**config.mk**
```make
export PLATFORM = sky130hd
export DESIGN_NAME = alu_sel_ctrl
export DESIGN_NICKNAME = d
export VERILOG_FILES = /design/src/rtl/alu_sel_ctrl.sv
export SDC_FILE = /design/constraint.sdc
export NUM_CORES = 1
export LEC_CHECK = 0
export ABC_AREA = 1
export BUFFER_PORTS_ARGS = -buffer_cell sky130_fd_sc_hd__clkbuf_2
export CORE_MARGIN = 2
export CORE_UTILIZATION = 64
export CTS_BUF_LIST = sky130_fd_sc_hd__clkbuf_8
export CTS_CLUSTER_DIAMETER = 120
export CTS_CLUSTER_SIZE = 10
export DETAILED_ROUTE_END_ITERATION = 16
export PLACE_DENSITY = 0.82
export SLEW_MARGIN = 20
export SYNTH_ARGS = -nofsm -noshare
export SYNTH_HDL_FRONTEND = slang
export SYNTH_SLANG_ARGS = --single-unit
```
**constraint.sdc**
```tcl
create_clock -name clkin -period 2.3 [get_ports clkin]
set_input_delay 0.23 -clock clkin [delete_from_list [all_inputs] [get_ports clkin]]
set_output_delay 0.23 -clock clkin [all_outputs]
set_load 0.01 [all_outputs]
```
**src/rtl/alu_sel_ctrl.sv**
```systemverilog
// alu_sel_ctrl: two debounced push buttons step a 3-bit ALU select code up/down with wrap.
// Optional build macro AUTO_REPEAT_EN adds hold-to-repeat stepping on each button.
`default_nettype none

module alu_sel_ctrl #(
   parameter int unsigned DEBOUNCE_CYCLES = 1000000,
`ifdef AUTO_REPEAT_EN
   parameter int unsigned REPEAT_DELAY    = 50000000,
   parameter int unsigned REPEAT_RATE     = 10000000,
`endif
   parameter logic [2:0]  SEL_INIT        = 3'd0
) (
   input  logic       clkin,
   input  logic       rst,
   input  logic       btn_inc,
   input  logic       btn_dec,
   output logic [2:0] select,
   output logic       sel_changed,
   output logic [1:0] btn_level
);

   localparam int unsigned    CW       = $clog2(DEBOUNCE_CYCLES);
   localparam logic [CW-1:0]  CNT_LAST = CW'(DEBOUNCE_CYCLES - 1);

   localparam logic [1:0] ST_IDLE   = 2'd0;
   localparam logic [1:0] ST_HELD   = 2'd1;
   localparam logic [1:0] ST_REPEAT = 2'd2;

`ifdef AUTO_REPEAT_EN
   localparam logic [31:0] DELAY_LAST = 32'(REPEAT_DELAY - 1);
   localparam logic [31:0] RATE_LAST  = 32'(REPEAT_RATE - 1);
`endif

   logic [1:0] raw_w;
   logic [1:0] step_w;
   logic [1:0] level_w;

   assign raw_w = {btn_dec, btn_inc};

   // Bit 0 is the increment button, bit 1 the decrement button.
   for (genvar gi = 0; gi < 2; gi++) begin : g_btn
      logic          s1_q;
      logic          s2_q;
      logic          stable_q;
      logic          stable_dly_q;
      logic [CW-1:0] cnt_q;
      logic [1:0]    state_q;
      logic [1:0]    state_d;
      logic          press_w;
      logic          rep_fire_w;

      always_ff @(posedge clkin) begin
         if (rst) begin
            s1_q         <= 1'b0;
            s2_q         <= 1'b0;
            stable_q     <= 1'b0;
            stable_dly_q <= 1'b0;
            cnt_q        <= '0;
         end else begin
            s1_q         <= raw_w[gi];
            s2_q         <= s1_q;
            stable_dly_q <= stable_q;
            if (s2_q != stable_q) begin
               if (cnt_q == CNT_LAST) begin
                  stable_q <= s2_q;
                  cnt_q    <= '0;
               end else begin
                  cnt_q <= cnt_q + 1'b1;
               end
            end else begin
               cnt_q <= '0;
            end
         end
      end

      assign press_w = stable_q & ~stable_dly_q;

      always_ff @(posedge clkin) begin
         if (rst) state_q <= ST_IDLE;
         else     state_q <= state_d;
      end

`ifdef AUTO_REPEAT_EN
      logic [31:0] timer_q;

      always_ff @(posedge clkin) begin
         if (rst || state_q == ST_IDLE || rep_fire_w) timer_q <= '0;
         else                                        timer_q <= timer_q + 32'd1;
      end
`endif

      always_comb begin
         state_d = state_q;
         case (state_q)
            ST_IDLE:   if (press_w) state_d = ST_HELD;
            ST_HELD: begin
               if (!stable_q) state_d = ST_IDLE;
`ifdef AUTO_REPEAT_EN
               else if (timer_q == DELAY_LAST) state_d = ST_REPEAT;
`endif
            end
            ST_REPEAT: if (!stable_q) state_d = ST_IDLE;
            default:   state_d = ST_IDLE;
         endcase
      end

      always_comb begin
         rep_fire_w = 1'b0;
`ifdef AUTO_REPEAT_EN
         if (stable_q && state_q == ST_HELD && timer_q == DELAY_LAST)  rep_fire_w = 1'b1;
         if (stable_q && state_q == ST_REPEAT && timer_q == RATE_LAST) rep_fire_w = 1'b1;
`endif
      end

      assign step_w[gi]  = press_w | rep_fire_w;
      assign level_w[gi] = stable_q;
   end

   logic [2:0] select_q;
   logic [2:0] select_d;
   logic       changed_q;

   // Simultaneous inc and dec steps cancel out.
   always_comb begin
      select_d = select_q;
      if (step_w[0] && !step_w[1])      select_d = select_q + 3'd1;
      else if (step_w[1] && !step_w[0]) select_d = select_q - 3'd1;
   end

   always_ff @(posedge clkin) begin
      if (rst) begin
         select_q  <= SEL_INIT;
         changed_q <= 1'b0;
      end else begin
         select_q  <= select_d;
         changed_q <= step_w[0] ^ step_w[1];
      end
   end

   assign select      = select_q;
   assign sel_changed = changed_q;
   assign btn_level   = level_w;

endmodule

`default_nettype wire

```
==> results.py <==
metrics = {
    "outcome": {
        "status": "completed",
    },
    "sta": {
        "finalHoldViolCount": 0,
        "period_needed_ps": 1759,
        "skew_ps": 8.297,
        "tns_ps": 0,
        "maxSlewViolCount": 0,
        "rsz0062_at_grt": "no",
        "setup_viol": 0,
        "timing.slew.headroom_pct": 70.49,
        "worst_pin_slew_ps": 441.1,
        "period_share_pct": 76.48,
        "fmaxAchievable_mhz": 568.5,
    },
    "clock_network": {
        "numClockSinks": 52,
        "clock_path_buffers": 2,
        "clk_latency_ps": 310,
        "tritoncts": "built",
        "cts_setup_buffers": 0,
        "holdBufCountCts": 0,
        "htree_num_levels": 2,
        "cts_root_buf": "clkbuf_8",
        "cts_buffers": 5,
        "clkTransAtPathRegs_ps": 100,
        "post_cts_resized": 0,
    },
    "worst_setup_path": {
        "cp-startpoint": "g_btn[0].stable_q",
        "startpoint_type": "flop",
        "crit_required_ps": 2490,
        "r2r_start": "g_btn[0].stable_q",
        "r2r_setup_slack_ps": 540,
        "path_depth": 9,
        "critPathBufInv": 2,
        "reg2regPathDepth": 9,
        "rr_endpoint": "select[2]",
        "cp_top_family": "compound AO/OA/AOI/OAI gates",
        "cp_max_fo": 5,
        "path_cells": "inv_1 -> nor2_1 -> ha_1 -> inv_1 -> fa_1 -> a21oi_1 -> o21ai_0 -> o21ai_0 -> a21oi_1",
        "path_class": "reg -> reg",
        "critPathMaxStageDelay_ps": 370,
        "crit_arrival_ps": 1950,
        "worst_setup_path_end_kind": "flop",
        "setup.worst_path.end": "select[2]",
        "slowest_stage": "fa_1",
    },
    "final_layout": {
        "n_antenna_cell": 0,
        "design_area_mm2": 0.002754,
        "seq_area_mm2": 0.001041,
        "drive_gt1_share_pct": 9.974,
        "n_fill_cell": 345,
        "final_cell_mix": "nor2_1, nand2_1, dfxtp_1, inv_1, nand3_1",
        "fin_cells": 431,
        "finalNetCount": 388,
        "syn_to_final_growth_pct": 5.361,
        "multiInputGateArea_mm2": 0.001346,
    },
    "place": {
        "globalplace.congestion": 0.8523,
        "dp_hpwl_mm": 3.595,
        "placed_area_mm2": 0.002660,
        "numPortBuffers": 9,
        "dp_cells": 423,
    },
    "yosys": {
        "ys_warn_count": 0,
        "synthArstFlopShare_pct": 0,
        "syn_area_mm2": 0.002614,
        "yosysSeqAreaShare_pct": 39.83,
        "synthesis.nets": 379,
        "synth_edf_count": 0,
        "synth-seq-cells": 52,
        "synth_ff_type": "dfxtp_1",
        "syn_area_per_cell_um2": 7.045,
        "netlist_instances": 371,
        "ys_types": 32,
    },
    "route": {
        "via_per_inst": 5.065,
        "routedWlPerCell_um": 11.10,
        "dr.first_iter.drc_count": 112,
        "drcViolationCount": 0,
        "routed_wl_mm": 4.786,
        "vias": 2183,
        "ant_nets": 0,
        "firstDrtPassIters": 4,
    },
    "global_routing": {
        "grt_max_degree": 21,
        "track_usage_pct": 23.48,
        "antenna_found_initial": 0,
        "grt_pass1_wl_mm": 8.217,
        "overflow": 0,
        "grt_pass1_vias": 2006,
    },
    "floorplan": {
        "die-height_um": 67.91,
        "die_area_mm2": 0.004611,
        "rows": 23,
        "pin_count": 10,
        "coreArea_mm2": 0.003971,
        "start_util_pct": 65.82,
        "die_w_um": 67.91,
    },
    "worst_hold_path": {
        "hold_path_class": "in -> reg",
    },
    "pwr": {
        "finalPower_mw": 1.465,
        "p_leak_nw": 0.9883,
        "vdd_drop_max_mv": 0.4220,
        "powerDensity_mw_per_mm2": 531.9,
    },
    "job": {
        "max_cap_viol_count": 0,
    },
}
-- cell type report --
cell class	instances	share of cell area [%]
Tap cell	50	2.272
Sequential cell	52	37.80
Inverter	44	5.997
Multi-Input combinational cell	268	48.89
Clock buffer	6	2.999
Clock inverter	2	0.4089
Timing Repair Buffer	9	1.636
-- where the power goes --
part | switching [mW] | internal [mW]
clock | 0.297 | 0.241
combinational | 0.0150 | 0.00614
sequential | 0.00259 | 0.904
-- through the flow --
| step | util [%] | hold WS [ps] | worst slack (ps) |
|---|---|---|---|
| final | 69.34 | 104.7 | 540.9 |
| after floorplan | - | 337.0 | 687.8 |
| after CTS | 69.34 | 93.40 | 528.2 |
| after global routing | 69.34 | 96.37 | 302.7 |
| after detailed placement | 66.98 | 391.7 | 547.0 |
| after global placement | 66.98 | 388.6 | 622.0 |
-- sequential cells by signal, summed over array words and instances (netlist names) --
register	cells
g_btn.stable_dly_q	2
select	3
g_btn.s2_q	2
sel_changed	1
g_btn.cnt_q	40
g_btn.s1_q	2
g_btn.stable_q	2
-- worst min-delay path by stage --
stage	startpoint	endpoint	slack, ps	cells past startpoint
CTS	btn_inc	g_btn[0].s1_q	90	3
global placement	g_btn[1].s1_q	g_btn[1].s2_q	390	2
detailed placement	g_btn[1].s1_q	g_btn[1].s2_q	390	2
finish	btn_inc	g_btn[0].s1_q	100	3
global route	btn_inc	g_btn[0].s1_q	100	3
floorplan	btn_inc	g_btn[0].s1_q	340	2
-- Yosys cell counts (all sizes together) (3+ instances only) --
| master | number | area, um2 |
|---|---|---|
| a21oi | 17 | 103.9 |
| buf | 7 | 61.30 |
| dfxtp | 52 | 1041 |
| ha | 3 | 37.54 |
| inv | 44 | 165.2 |
| nand2 | 88 | 337.8 |
| nand3 | 20 | 122.6 |
| nand3b | 3 | 22.52 |
| nand4 | 10 | 62.56 |
| nor2 | 91 | 380.4 |
| o21ai | 7 | 35.03 |
| or2 | 5 | 31.28 |
| xnor2 | 6 | 52.55 |
| xor2 | 12 | 105.1 |
-- worst reg2reg max path, cell delays in order (launching register included) --
cell	delay (ps)
dfxtp_1	340
inv_1	80
nor2_1	110
ha_1	150
inv_1	60
fa_1	370
a21oi_1	140
o21ai_0	130
o21ai_0	200
a21oi_1	60
-- per-layer routing --
layer  GRT usage (%)  part of all wire (%)  vias to the layer above
met1           27.29                    47                      984
met5               0                     0                        -
li1                -                     -                     1164
met4           7.750                   1.5                        0
met3           5.757                   2.4                       10
met2           42.16                    49                       25
-- cells by family after synthesis --
kind of cell / after synthesis / synth area share (%)
xor+xnor: 18 / 6.032
fa+ha+maj: 4 / 2.202
simple gates: 221 / 37.67
compound gates: 25 / 5.601
buf+inv: 51 / 8.664
flops: 52 / 39.83
Note: power is estimated with default switching activity, not from simulation.
